[src/rtl/axis_framebuffer_reader_if.sv]
// rtl/axis_framebuffer_reader_if.sv - AXI4 read master and display AXI-Stream bundle for the framebuffer reader
interface axis_framebuffer_reader_if #(
    parameter int DATA_WIDTH = 32,
    parameter int ADDR_WIDTH = 32,
    parameter int STRB_WIDTH = 4,
    parameter int ID_WIDTH   = 8
);
    logic [ID_WIDTH-1:0]   m_mem_axi_arid;
    logic [ADDR_WIDTH-1:0] m_mem_axi_araddr;
    logic [7:0]            m_mem_axi_arlen;
    logic [2:0]            m_mem_axi_arsize;
    logic [1:0]            m_mem_axi_arburst;
    logic                  m_mem_axi_arlock;
    logic [3:0]            m_mem_axi_arcache;
    logic [2:0]            m_mem_axi_arprot;
    logic                  m_mem_axi_arvalid;
    logic                  m_mem_axi_arready;
    logic [ID_WIDTH-1:0]   m_mem_axi_rid;
    logic [DATA_WIDTH-1:0] m_mem_axi_rdata;
    logic [1:0]            m_mem_axi_rresp;
    logic                  m_mem_axi_rlast;
    logic                  m_mem_axi_rvalid;
    logic                  m_mem_axi_rready;
    logic                  m_disp_axis_tvalid;
    logic                  m_disp_axis_tready;
    logic                  m_disp_axis_tlast;
    logic [DATA_WIDTH-1:0] m_disp_axis_tdata;
    logic [STRB_WIDTH-1:0] m_disp_axis_tstrb;

    modport master (
        output m_mem_axi_arid, m_mem_axi_araddr, m_mem_axi_arlen, m_mem_axi_arsize,
               m_mem_axi_arburst, m_mem_axi_arlock, m_mem_axi_arcache, m_mem_axi_arprot,
               m_mem_axi_arvalid, m_mem_axi_rready,
               m_disp_axis_tvalid, m_disp_axis_tlast, m_disp_axis_tdata, m_disp_axis_tstrb,
        input  m_mem_axi_arready, m_mem_axi_rid, m_mem_axi_rdata, m_mem_axi_rresp,
               m_mem_axi_rlast, m_mem_axi_rvalid, m_disp_axis_tready
    );

    modport slave (
        input  m_mem_axi_arid, m_mem_axi_araddr, m_mem_axi_arlen, m_mem_axi_arsize,
               m_mem_axi_arburst, m_mem_axi_arlock, m_mem_axi_arcache, m_mem_axi_arprot,
               m_mem_axi_arvalid, m_mem_axi_rready,
               m_disp_axis_tvalid, m_disp_axis_tlast, m_disp_axis_tdata, m_disp_axis_tstrb,
        output m_mem_axi_arready, m_mem_axi_rid, m_mem_axi_rdata, m_mem_axi_rresp,
               m_mem_axi_rlast, m_mem_axi_rvalid, m_disp_axis_tready
    );
endinterface

[src/rtl/axis_framebuffer_reader.sv]
// rtl/axis_framebuffer_reader.sv - credit-limited AXI4 burst reader streaming a 16bpp framebuffer to AXI-Stream
module axis_framebuffer_reader #(
    parameter int DATA_WIDTH    = 32,
    parameter int ADDR_WIDTH    = 32,
    parameter int STRB_WIDTH    = 4,
    parameter int ID_WIDTH      = 8,
    parameter int FIFO_DEPTH_LG = 5
) (
    input  logic                  aclk,
    input  logic                  resetn,
    input  logic                  start,
    input  logic [ADDR_WIDTH-1:0] fb_addr,
    input  logic [19:0]           fb_size,
    output logic                  idle,
    axis_framebuffer_reader_if.master bus
);
    localparam int PPB         = DATA_WIDTH / 16;
    localparam int FIFO_D      = 1 << FIFO_DEPTH_LG;
    localparam int CW          = FIFO_DEPTH_LG + 1;
    localparam int CRW         = CW + 1;
    localparam int BURST_BYTES = 16 * STRB_WIDTH;

    typedef enum logic {S_IDLE, S_ACTIVE} state_t;
    state_t r_state, w_state_next;

    logic [ADDR_WIDTH-1:0]    r_araddr;
    logic [7:0]               r_arlen;
    logic                     r_arvalid;
    logic [19:0]              r_req_left;
    logic [19:0]              r_ld_left;
    logic [STRB_WIDTH-1:0]    r_last_strb;
    logic [CW-1:0]            r_outstanding;
    logic [CW-1:0]            r_mcnt;
    logic [FIFO_DEPTH_LG-1:0] r_wr, r_rd;
    logic [DATA_WIDTH-1:0]    r_mem [FIFO_D];
    logic [DATA_WIDTH-1:0]    r_tdata;
    logic [STRB_WIDTH-1:0]    r_tstrb;
    logic                     r_tvalid, r_tlast;

    logic [20:0]           w_sum;
    logic [19:0]           w_beats, w_rem;
    logic [STRB_WIDTH-1:0] w_last_strb;
    logic [4:0]            w_next_len;
    logic [CRW-1:0]        w_credit;
    logic w_start_ok, w_ar_hs, w_push, w_pop, w_done, w_load, w_mem_rd, w_bypass, w_mem_wr;
    logic w_unused;

    assign w_sum   = {1'b0, fb_size} + 21'(PPB - 1);
    assign w_beats = 20'(w_sum / 21'(PPB));
    assign w_rem   = fb_size % 20'(PPB);

    // Partial last beat keeps only the bytes of the pixels that exist.
    always_comb begin
        w_last_strb = '0;
        for (int i = 0; i < STRB_WIDTH; i++)
            w_last_strb[i] = (w_rem == 20'd0) || (20'(i) < {w_rem[18:0], 1'b0});
    end

    assign w_start_ok = (r_state == S_IDLE) && start && (fb_size != 20'd0);
    assign w_ar_hs    = r_arvalid && bus.m_mem_axi_arready;
    assign w_push     = bus.m_mem_axi_rvalid && bus.m_mem_axi_rready;
    assign w_pop      = r_tvalid && bus.m_disp_axis_tready;
    assign w_done     = w_pop && r_tlast;
    assign w_next_len = (r_req_left >= 20'd16) ? 5'd16 : 5'(r_req_left);
    // Output register counts as FIFO occupancy so total buffering never exceeds the depth.
    assign w_credit   = CRW'(FIFO_D) - CRW'(r_mcnt) - CRW'(r_tvalid) - CRW'(r_outstanding);

    // The output register refills from storage first, otherwise straight from the R channel.
    assign w_load   = !r_tvalid || w_pop;
    assign w_mem_rd = w_load && (r_mcnt != '0);
    assign w_bypass = w_load && (r_mcnt == '0) && w_push;
    assign w_mem_wr = w_push && !w_bypass;

    assign w_unused = &{1'b0, bus.m_mem_axi_rid, bus.m_mem_axi_rresp, bus.m_mem_axi_rlast};

    always_ff @(posedge aclk) begin
        if (!resetn) r_state <= S_IDLE;
        else         r_state <= w_state_next;
    end

    always_comb begin
        w_state_next = r_state;
        case (r_state)
            S_IDLE:   if (w_start_ok) w_state_next = S_ACTIVE;
            S_ACTIVE: if (w_done)     w_state_next = S_IDLE;
            default:  w_state_next = S_IDLE;
        endcase
    end

    always_ff @(posedge aclk) begin
        if (w_mem_wr) r_mem[r_wr] <= bus.m_mem_axi_rdata;
    end

    always_ff @(posedge aclk) begin
        if (!resetn || w_done) begin
            r_araddr      <= '0;
            r_arlen       <= '0;
            r_arvalid     <= 1'b0;
            r_req_left    <= '0;
            r_ld_left     <= '0;
            r_last_strb   <= '0;
            r_outstanding <= '0;
            r_mcnt        <= '0;
            r_wr          <= '0;
            r_rd          <= '0;
            r_tdata       <= '0;
            r_tstrb       <= '0;
            r_tvalid      <= 1'b0;
            r_tlast       <= 1'b0;
        end else if (w_start_ok) begin
            r_araddr    <= fb_addr;
            r_arlen     <= (w_beats >= 20'd16) ? 8'd15 : 8'(w_beats - 20'd1);
            r_arvalid   <= 1'b1;
            r_req_left  <= w_beats;
            r_ld_left   <= w_beats;
            r_last_strb <= w_last_strb;
        end else if (r_state == S_ACTIVE) begin
            if (w_ar_hs) begin
                r_arvalid  <= 1'b0;
                r_araddr   <= r_araddr + ADDR_WIDTH'(BURST_BYTES);
                r_req_left <= r_req_left - 20'(r_arlen) - 20'd1;
            end else if (!r_arvalid && (r_req_left != 20'd0) && (w_credit >= CRW'(w_next_len))) begin
                r_arvalid <= 1'b1;
                r_arlen   <= 8'(w_next_len - 5'd1);
            end
            r_outstanding <= r_outstanding + (w_ar_hs ? CW'(r_arlen) + CW'(1) : CW'(0))
                                           - (w_push ? CW'(1) : CW'(0));
            if (w_mem_wr) r_wr <= r_wr + 1'b1;
            if (w_mem_rd) r_rd <= r_rd + 1'b1;
            r_mcnt <= r_mcnt + CW'(w_mem_wr) - CW'(w_mem_rd);
            if (w_load) begin
                if (w_mem_rd || w_bypass) begin
                    r_tdata   <= w_mem_rd ? r_mem[r_rd] : bus.m_mem_axi_rdata;
                    r_tvalid  <= 1'b1;
                    r_tlast   <= (r_ld_left == 20'd1);
                    r_tstrb   <= (r_ld_left == 20'd1) ? r_last_strb : '1;
                    r_ld_left <= r_ld_left - 20'd1;
                end else begin
                    r_tvalid <= 1'b0;
                    r_tlast  <= 1'b0;
                end
            end
        end
    end

    assign idle                   = (r_state == S_IDLE);
    assign bus.m_mem_axi_arid     = ID_WIDTH'(0);
    assign bus.m_mem_axi_araddr   = r_araddr;
    assign bus.m_mem_axi_arlen    = r_arlen;
    assign bus.m_mem_axi_arsize   = r_arvalid ? 3'($clog2(STRB_WIDTH)) : 3'd0;
    assign bus.m_mem_axi_arburst  = r_arvalid ? 2'b01 : 2'b00;
    assign bus.m_mem_axi_arlock   = 1'b0;
    assign bus.m_mem_axi_arcache  = 4'b0000;
    assign bus.m_mem_axi_arprot   = 3'b000;
    assign bus.m_mem_axi_arvalid  = r_arvalid;
    assign bus.m_mem_axi_rready   = (r_state == S_ACTIVE);
    assign bus.m_disp_axis_tvalid = r_tvalid;
    assign bus.m_disp_axis_tlast  = r_tlast;
    assign bus.m_disp_axis_tdata  = r_tdata;
    assign bus.m_disp_axis_tstrb  = r_tstrb;
endmodule

[src/flat_wrapper.sv]
// flat-port wrapper written by rule: the top's interface ports become plain ports
module axis_framebuffer_reader_flat 
#(
    parameter int DATA_WIDTH    = 32,
    parameter int ADDR_WIDTH    = 32,
    parameter int STRB_WIDTH    = 4,
    parameter int ID_WIDTH      = 8,
    parameter int FIFO_DEPTH_LG = 5
)
  (aclk, resetn, start, fb_addr, fb_size, idle, bus_m_mem_axi_arid, bus_m_mem_axi_araddr, bus_m_mem_axi_arlen, bus_m_mem_axi_arsize, bus_m_mem_axi_arburst, bus_m_mem_axi_arlock, bus_m_mem_axi_arcache, bus_m_mem_axi_arprot, bus_m_mem_axi_arvalid, bus_m_mem_axi_rready, bus_m_disp_axis_tvalid, bus_m_disp_axis_tlast, bus_m_disp_axis_tdata, bus_m_disp_axis_tstrb, bus_m_mem_axi_arready, bus_m_mem_axi_rid, bus_m_mem_axi_rdata, bus_m_mem_axi_rresp, bus_m_mem_axi_rlast, bus_m_mem_axi_rvalid, bus_m_disp_axis_tready);
  axis_framebuffer_reader_if #(.DATA_WIDTH(DATA_WIDTH), .ADDR_WIDTH(ADDR_WIDTH), .STRB_WIDTH(STRB_WIDTH), .ID_WIDTH(ID_WIDTH)) bus_i ();
  input  logic aclk;
  input  logic resetn;
  input  logic start;
  input  logic [ADDR_WIDTH-1:0] fb_addr;
  input  logic [19:0] fb_size;
  output logic idle;
  output wire logic [$bits(bus_i.m_mem_axi_arid)-1:0] bus_m_mem_axi_arid;
  output wire logic [$bits(bus_i.m_mem_axi_araddr)-1:0] bus_m_mem_axi_araddr;
  output wire logic [$bits(bus_i.m_mem_axi_arlen)-1:0] bus_m_mem_axi_arlen;
  output wire logic [$bits(bus_i.m_mem_axi_arsize)-1:0] bus_m_mem_axi_arsize;
  output wire logic [$bits(bus_i.m_mem_axi_arburst)-1:0] bus_m_mem_axi_arburst;
  output wire logic [$bits(bus_i.m_mem_axi_arlock)-1:0] bus_m_mem_axi_arlock;
  output wire logic [$bits(bus_i.m_mem_axi_arcache)-1:0] bus_m_mem_axi_arcache;
  output wire logic [$bits(bus_i.m_mem_axi_arprot)-1:0] bus_m_mem_axi_arprot;
  output wire logic [$bits(bus_i.m_mem_axi_arvalid)-1:0] bus_m_mem_axi_arvalid;
  output wire logic [$bits(bus_i.m_mem_axi_rready)-1:0] bus_m_mem_axi_rready;
  output wire logic [$bits(bus_i.m_disp_axis_tvalid)-1:0] bus_m_disp_axis_tvalid;
  output wire logic [$bits(bus_i.m_disp_axis_tlast)-1:0] bus_m_disp_axis_tlast;
  output wire logic [$bits(bus_i.m_disp_axis_tdata)-1:0] bus_m_disp_axis_tdata;
  output wire logic [$bits(bus_i.m_disp_axis_tstrb)-1:0] bus_m_disp_axis_tstrb;
  input wire logic [$bits(bus_i.m_mem_axi_arready)-1:0] bus_m_mem_axi_arready;
  input wire logic [$bits(bus_i.m_mem_axi_rid)-1:0] bus_m_mem_axi_rid;
  input wire logic [$bits(bus_i.m_mem_axi_rdata)-1:0] bus_m_mem_axi_rdata;
  input wire logic [$bits(bus_i.m_mem_axi_rresp)-1:0] bus_m_mem_axi_rresp;
  input wire logic [$bits(bus_i.m_mem_axi_rlast)-1:0] bus_m_mem_axi_rlast;
  input wire logic [$bits(bus_i.m_mem_axi_rvalid)-1:0] bus_m_mem_axi_rvalid;
  input wire logic [$bits(bus_i.m_disp_axis_tready)-1:0] bus_m_disp_axis_tready;
  assign bus_m_mem_axi_arid = bus_i.m_mem_axi_arid;
  assign bus_m_mem_axi_araddr = bus_i.m_mem_axi_araddr;
  assign bus_m_mem_axi_arlen = bus_i.m_mem_axi_arlen;
  assign bus_m_mem_axi_arsize = bus_i.m_mem_axi_arsize;
  assign bus_m_mem_axi_arburst = bus_i.m_mem_axi_arburst;
  assign bus_m_mem_axi_arlock = bus_i.m_mem_axi_arlock;
  assign bus_m_mem_axi_arcache = bus_i.m_mem_axi_arcache;
  assign bus_m_mem_axi_arprot = bus_i.m_mem_axi_arprot;
  assign bus_m_mem_axi_arvalid = bus_i.m_mem_axi_arvalid;
  assign bus_m_mem_axi_rready = bus_i.m_mem_axi_rready;
  assign bus_m_disp_axis_tvalid = bus_i.m_disp_axis_tvalid;
  assign bus_m_disp_axis_tlast = bus_i.m_disp_axis_tlast;
  assign bus_m_disp_axis_tdata = bus_i.m_disp_axis_tdata;
  assign bus_m_disp_axis_tstrb = bus_i.m_disp_axis_tstrb;
  assign bus_i.m_mem_axi_arready = bus_m_mem_axi_arready;
  assign bus_i.m_mem_axi_rid = bus_m_mem_axi_rid;
  assign bus_i.m_mem_axi_rdata = bus_m_mem_axi_rdata;
  assign bus_i.m_mem_axi_rresp = bus_m_mem_axi_rresp;
  assign bus_i.m_mem_axi_rlast = bus_m_mem_axi_rlast;
  assign bus_i.m_mem_axi_rvalid = bus_m_mem_axi_rvalid;
  assign bus_i.m_disp_axis_tready = bus_m_disp_axis_tready;
  axis_framebuffer_reader #(.DATA_WIDTH(DATA_WIDTH), .ADDR_WIDTH(ADDR_WIDTH), .STRB_WIDTH(STRB_WIDTH), .ID_WIDTH(ID_WIDTH), .FIFO_DEPTH_LG(FIFO_DEPTH_LG)) u_core (.aclk(aclk), .resetn(resetn), .start(start), .fb_addr(fb_addr), .fb_size(fb_size), .idle(idle), .bus(bus_i));
endmodule
[config.mk]
export PLATFORM = sky130hd
export DESIGN_NAME = axis_framebuffer_reader_flat
export DESIGN_NICKNAME = d
export VERILOG_FILES = /design/src/rtl/axis_framebuffer_reader_if.sv /design/src/rtl/axis_framebuffer_reader.sv /design/src/flat_wrapper.sv
export SDC_FILE = /design/constraint.sdc
export NUM_CORES = 1
export LEC_CHECK = 0
export BUFFER_PORTS_ARGS = -buffer_cell sky130_fd_sc_hd__buf_2
export CAP_MARGIN = 15
export CORE_MARGIN = 3
export CORE_UTILIZATION = 61
export DETAILED_ROUTE_END_ITERATION = 10
export GPL_TIMING_DRIVEN = 0
export HOLD_SLACK_MARGIN = 0.05
export PLACE_DENSITY = 0.79
export SETUP_SLACK_MARGIN = 0.5
export SLEW_MARGIN = 20
export SYNTH_ARGS = -nofsm -noshare
export SYNTH_HDL_FRONTEND = slang
export SYNTH_SLANG_ARGS = --single-unit
[constraint.sdc]
create_clock -name aclk -period 4.6 [get_ports aclk]
set_clock_uncertainty 0.1 [all_clocks]
set_input_delay 0 -clock aclk [delete_from_list [all_inputs] [get_ports aclk]]
set_output_delay 0 -clock aclk [all_outputs]
set_load 0.005 [all_outputs]
==> metrics, run 1 <==
Tcrit/Tclk final=0.897; synth warn=0; Post-Synthesis Cells=2,524; CTS tree=yes; Area growth syn-to-layout=18.0%; site row count=between 100 and 150; first-pass GRT wire length=194,000 um; R2R setup slack=about 470 ps; cell family with most CP delay=simple AND/OR/NAND/NOR gates; Post-Syn Area=47,300 um^2; HPWL after DPL=around 80,000 um; power per cell area=~440 nW/um^2; Worst path max stage delay=between 700 and 800 ps; Final #Nets=~3,200; Hold Crit Start=fb_addr[31]; CP endpoint kind=register; post-layout instance area=~56,000 um^2; final setup vio count=0; data arrival time of the worst path=around 4400 ps; Lkg Pwr=18.1 nW; initial antenna violation count=2; chip height=284 um; fmax=around 0.24 GHz; Critical Path RT=just under 5000 ps; Post-synth top flop=edfxtp_1; CTS resizes=0; GRT Total Usage=0.332; fin worst setup slack=roughly 470 ps; CP Cell Sequence=buf_2 > and2_1 > a21boi_1 > nand2_1 > nor2_4 > buf_16 > buf_16; post-synth top area share=0.650; clock-pin slew on the worst setup and hold paths=approximately 60 ps; filler cell count=about 4,200; DRC Markers=0; Syn Area/Cell=18.7 um^2; Crit path top cell by count=buf_16; Hold Crit Depth=4; library cells used by synthesis=between 70 and 80; Root Driver=clkbuf_16; max-cap violation count=0; multi-input combinational cell area=~13,000 um^2; Min Clock Period, post-route=4130 ps; Hold EP=u_core.bus.m_mem_axi_araddr[31]; #FFs+latches synth=1,171; outcome=completed; fraction of the yosys area taken by sequential cells=0.712; Starting DRT DRC Count=~4,400; Worst-Skew Late Latency=690 ps; DRT Wirelength=~140,000 um; synth top area cells=edfxtp_1, mux4_2, dfxtp_1, ha_1, nor2_1; layout cell share with drive strength beyond 1=0.267; Initial Utilization=0.620; Num Clock Sinks=1,171; Slew Viols, Final=0; Tightest Hold Check Type=input port to register; DIE AREA=between 80,000 and 90,000 um^2; relative slew slack=0.172; dpl ws=around 640 ps; Die X=approximately 280 um; wire per inst=34.1 um; DRT Pass-1 Iters=8; reg2reg path depth=7; Vias=around 29,000; RSZ-0062 raised after global routing=true; antenna-violating nets left=0; number of hold-slack violations in the final timing report=0; largest net degree at the start of global routing=34; Post-synth EDFFs=between 1,000 and 1,500; kind of critical path=register to register; CORE AREA=approximately 76,000 um^2; Worst R2R Start=u_core.bus.m_mem_axi_rready; slowest CP cell=nand2_1; worst-margin pin slew=between 1000 and 1500 ps; Synth area leader=edfxtp_1; vias in the first global route=between 20,000 and 30,000; largest buffer count on any clock path=3; gr ovfl total=0; FFs w/ async S/R, synth=0; CTS Buf Count=110; Placed Instance Area=~51,000 um^2; register area=~34,000 um^2; htree depth=3; worst path bufs/invs=3; largest vdd supply drop=between 0.3 and 0.4 mV; Port Buf Inserts=170; IO Count=203; Util after Layout=0.732; gpl congestion=~0.93; critical path launch point type=register; Max FO, Critical Path=13; Via-to-Cell Ratio=slightly below 7; r2r endpoint=u_core.r_mem[7][18]
Yosys cell counts, drive strengths merged, types with 4 or more instances:
cell type  number
a211oi         35
a21o            7
a21oi          66
a221oi          5
a22oi          33
a31oi           7
and2            6
and3            6
and4            5
buf            65
clkbuf         80
dfxtp         147
edfxtp       1024
fa              6
ha             56
inv            64
mux2i          45
mux4          320
nand2          88
nand2b          4
nand3          38
nand3b          4
nand4          13
nor2          141
nor3           24
nor4           17
o21ai          67
o31ai           4
or3             5
or4             4
xnor2          47
xor2           47
through the flow:
stage | hold WS (ps) | TNS, ps | std cells | total power [mW]
4_1_cts | 50.0 | 0 | 4113 | 24.4
6_report | 78.6 | 0 | 4134 | 24.6
3_3_place_gp | 142 | -1017130 | 3742 | 15.2
5_1_grt | 85.4 | 0 | 4133 | 25.2
3_5_place_dp | 157 | 0 | 3786 | 15.4
2_1_floorplan | -4.37 | 0 | 2542 | 14.3
repair_timing:
action | in CTS | in global routing
setup endpoints to repair | 0 | 120
setup buffers | 0 | 20
hold endpoints to repair | 1146 | 0
hold buffers | 119 | 0
tightest hold or removal path, delay by kind of cell:
kind,cells,cell delay [ps]
AOI/OAI and AO/OA,2,180
buffers and inverters,2,630
placed cells by master (no fill, tap or decap), types with 13 or more instances in the layout:
cell type      count
a22oi_1           33
clkinv_2          16
mux2i_1           45
edfxtp_1        1024
nor2_4            32
dfxtp_1          147
clkbuf_16        113
nor2_1           109
buf_2            197
buf_16            28
nand3_1           38
buf_1             13
o21ai_0           66
nor3_1            20
xor2_1            47
inv_1             64
ha_1              56
mux4_2           320
conb_1            19
nor4_1            13
buf_12            20
nand2_1           88
a211oi_1          34
clkinv_1          15
xnor2_1           47
a21oi_1           66
dlygate4sd3_1    119
buf_4             39
clkbuf_1         108
kinds of logic (layout without fill, tap and decap cells):
kind of cell,Yosys count,after routing,synth area share
AND/OR/NAND/NOR,369,369,0.0376
XOR/XNOR,94,94,0.0174
other,1,20,0.0000793
AO/OA/AOI/OAI,252,252,0.0340
buffers and inverters,209,770,0.0193
adder cells (fa/ha/maj),62,62,0.0173
flip-flops,1171,1171,0.712
multiplexers,366,366,0.162
state kept, by name, indices dropped and copies added, names as in the netlist, 2 cells and up, named ones only:
signal / cells
u_core.r_last_strb: 2
u_core.r_wr: 5
u_core.bus.m_mem_axi_arlen: 8
u_core.r_rd: 5
u_core.r_outstanding: 6
u_core.bus.m_mem_axi_araddr: 32
u_core.bus.m_disp_axis_tstrb: 2
u_core.r_ld_left: 20
u_core.r_req_left: 20
u_core.r_mcnt: 6
u_core.bus.m_disp_axis_tdata: 32
u_core.r_mem: 1024
how the worst max path moves through the flow:
stage	startpoint	endpoint	cells past startpoint	slack (ps)
final	u_core.bus.m_mem_axi_rready	u_core.r_mem[7][18]	7	470
after global routing	u_core.bus.m_mem_axi_rready	u_core.r_mem[7][18]	7	360
after CTS	u_core.bus.m_mem_axi_rready	u_core.r_mem[15][9]	6	580
after detailed placement	u_core.bus.m_mem_axi_rready	u_core.r_mem[15][14]	6	640
after global placement	u_core.bus.m_mem_axi_rready	u_core.r_mem[15][14]	5	-1280
after floorplan	u_core.bus.m_mem_axi_rready	u_core.r_mem[15][0]	5	1060
cell type report:
cell class / count / share of cell area
Timing Repair Buffer: 353 / 0.0597
Sequential cell: 1171 / 0.603
Clock inverter: 50 / 0.00845
Inverter: 64 / 0.00430
Clock buffer: 158 / 0.0558
Multi-Input combinational cell: 1162 / 0.233
Buffer: 145 / 0.0122
Tap cell: 1030 / 0.0231
Antenna cell: 1 / 0.0000448
metal layers:
metal / share of wire / global-route usage / up-vias
li1: - / - / 11100
met1: 0.33 / 0.420 / 14400
met2: 0.51 / 0.562 / 2434
met3: 0.11 / 0.0706 / 545
met4: 0.053 / 0.142 / 0
met5: 0 / 0 / -
where the power goes:
group	total (mW)	switching (mW)	internal (mW)	leakage [nW]
Clock	9.15	4.08	5.08	1.75
Combinational	3.55	1.96	1.59	5.90
Sequential	11.9	0.187	11.7	10.4
Note: power is estimated with default switching activity, not from simulation.
==> inputs of run 2 (changes only) <==
==> constraint.sdc (replaced) <==
create_clock -name aclk -period 4.6 [get_ports aclk]
set_clock_uncertainty 0.1 [all_clocks]
set_input_delay 0.23 -clock aclk [delete_from_list [all_inputs] [get_ports aclk]]
set_output_delay 0.23 -clock aclk [all_outputs]
set_load 0.005 [all_outputs]
==> run 2 against run 1 <==
  * Clock power is essentially flat
  * First-iteration DRC count decreased by 3.7%
  * Critical path depth unchanged
  * Highest routed layer unchanged
  * Total power fell by 0.24%
  * Via count down 0.75%
==> metrics, run 2 (synthesis gave the netlist of run 1 again) <==
outcome=completed (unchanged); critical path launch point type=register (unchanged); max-cap violation count=0 (unchanged); post-layout instance area=55,400 um^2 (was 55,800 um^2); Initial Utilization=0.620 (unchanged); gpl congestion=0.929 (unchanged); CTS tree=yes (unchanged); chip height=284 um (unchanged); DRC Markers=0 (unchanged); antenna-violating nets left=0 (unchanged); largest buffer count on any clock path=3 (unchanged); wire per inst=34.1 um (about the same); CTS Buf Count=110 (unchanged); layout cell share with drive strength beyond 1=0.269 (was 0.267); Final #Nets=3,128 (was 3,170); worst hold slack=71.0 ps (was 78.6 ps); gr ovfl total=0 (unchanged); fmax=0.241 GHz (was 0.242 GHz); sw power=6.20 mW (was 6.22 mW); Clock power frac=0.373 (was 0.372); worst-margin pin slew=1220 ps (was 1240 ps); Tightest Hold Check Type=input port to register (unchanged); initial antenna violation count=2 (unchanged); Root Driver=clkbuf_16 (unchanged); vias in the first global route=28,400 (was 28,800); Vias=28,300 (was 28,500); commonest cells after routing, fill and taps aside=edfxtp_1, mux4_2, buf_2, dfxtp_1, clkbuf_16 (was edfxtp_1, mux4_2, buf_2, dfxtp_1, dlygate4sd3_1); number of hold-slack violations in the final timing report=0 (unchanged); HPWL after DPL=80,000 um (unchanged); IO Count=203 (unchanged); switching share of power=0.253 (about the same); internal power=18.4 mW (about the same); Worst R2R Start=u_core.bus.m_mem_axi_rready (unchanged); filler cell count=4,293 (was 4,216); RSZ-0062 raised after global routing=true (unchanged); sequential power share=0.485 (was 0.484); largest net degree at the start of global routing=34 (unchanged); reg2reg path depth=7 (unchanged); Placed Instance Area=50,900 um^2 (unchanged); Worst-Skew Late Latency=690 ps (about the same); Critical Path RT=4880 ps (was 4890 ps); Slew Viols, Final=0 (unchanged); Starting DRT DRC Count=4,236 (was 4,400); DIE AREA=80,900 um^2 (unchanged); R2R setup slack=450 ps (was 470 ps); power per cell area=443 nW/um^2 (was 441 nW/um^2); register area=33,700 um^2 (unchanged); dpl ws=636 ps (unchanged); Num Clock Sinks=1,171 (unchanged); Hold Crit Depth=6 (was 4); max reg flops=1,024 (unchanged); power share of the combinational group=0.142 (was 0.144); Setup TNS Final=0 ps (unchanged); Via-to-Cell Ratio=6.92 (was 6.90); most common cell after layout, fill and taps aside=edfxtp_1 (unchanged); DRT Wirelength=140,000 um (was 141,000 um); fin worst setup slack=454 ps (was 473 ps); Lkg Pwr=17.9 nW (was 18.1 nW); CTS resizes=0 (unchanged); Max FO, Critical Path=13 (unchanged); Tcrit/Tclk final=0.901 (was 0.897); relative slew slack=0.190 (was 0.172); Area growth syn-to-layout=17.2% (was 18.0%); Port Buf Inserts=170 (unchanged); Die X=284 um (unchanged); largest vdd supply drop=0.345 mV (about the same); first-pass GRT wire length=193,000 um (was 194,000 um); Hold EP=u_core.r_outstanding[0] (was u_core.bus.m_mem_axi_araddr[31]); Min Clock Period, post-route=4150 ps (was 4130 ps); r2r endpoint=u_core.r_mem[7][18] (unchanged); DRT Pass-1 Iters=6 (was 8); Reg with most FFs=u_core.r_mem (unchanged); CORE AREA=76,300 um^2 (unchanged); Hold Crit Start=bus_m_mem_axi_arready (was fb_addr[31]); final setup vio count=0 (unchanged); clock-pin slew on the worst setup and hold paths=60 ps (about the same); site row count=101 (unchanged); kind of critical path=register to register (unchanged); CP endpoint kind=register (unchanged); GRT Total Usage=0.329 (was 0.332); htree depth=3 (unchanged); data arrival time of the worst path=4430 ps (was 4410 ps); multi-input combinational cell area=13,000 um^2 (unchanged)
==> run 2: worst max-delay path by stage <==
stage	from	endpoint	slack [ps]	cells after the start
after floorplan	u_core.bus.m_mem_axi_rready	u_core.r_mem[15][0]	1060	5
after global placement	u_core.bus.m_mem_axi_rready	u_core.r_mem[15][14]	-1280	5
after detailed placement	u_core.bus.m_mem_axi_rready	u_core.r_mem[15][14]	640	6
after CTS	u_core.bus.m_mem_axi_rready	u_core.r_mem[15][9]	580	6
after global routing	u_core.bus.m_mem_axi_rready	u_core.r_mem[7][18]	360	7
final	u_core.bus.m_mem_axi_rready	u_core.r_mem[7][18]	450	7
==> run 2: cell type report <==
cell class,count,share of cell area
timing repair buffer,311,0.0527
clock buffer,158,0.0562
buffer,145,0.0123
tap,1030,0.0233
inverter,64,0.00433
sequential,1171,0.608
clock inverter,50,0.00851
multi-input combinational,1162,0.235
antenna,1,0.0000451
==> run 2: what timing repair did <==
action,CTS,global route
hold buffers,80,0
setup endpoints to repair,0,104
buffers inserted,0,17
hold endpoints to repair,1081,0
==> run 2: power by group through the flow <==
stage | combinational [mW] | clock [mW] | sequential [mW]
detailed placement | 3.27 | 0 | 12.1
floorplan | 2.24 | 0 | 12.1
CTS | 3.41 | 9.11 | 11.9
global route | 3.74 | 9.55 | 11.9
global placement | 3.10 | 0 | 12.1
finish | 3.49 | 9.15 | 11.9
==> run 2: critical path: stages, from the launching register on <==
cell and delay [ps]:
dfxtp_1 460, buf_2 340, and2_1 210, a21boi_1 750, nand2_1 780, nor2_4 750, buf_16 230, buf_16 170
==> run 2: routing by layer <==
metal	wire, um	global-route usage
met1	46400	0.419
met2	71500	0.558
met3	14900	0.0683
met4	6900	0.137
met5	0	0
==> run 2: per-stage QoR <==
stage	utilization	std cells	total power [mW]
floorplan	-	2542	14.3
detailed placement	0.666	3786	15.4
finish	0.726	4092	24.6
CTS	0.724	4074	24.4
global route	0.726	4091	25.2
global placement	0.649	3742	15.2
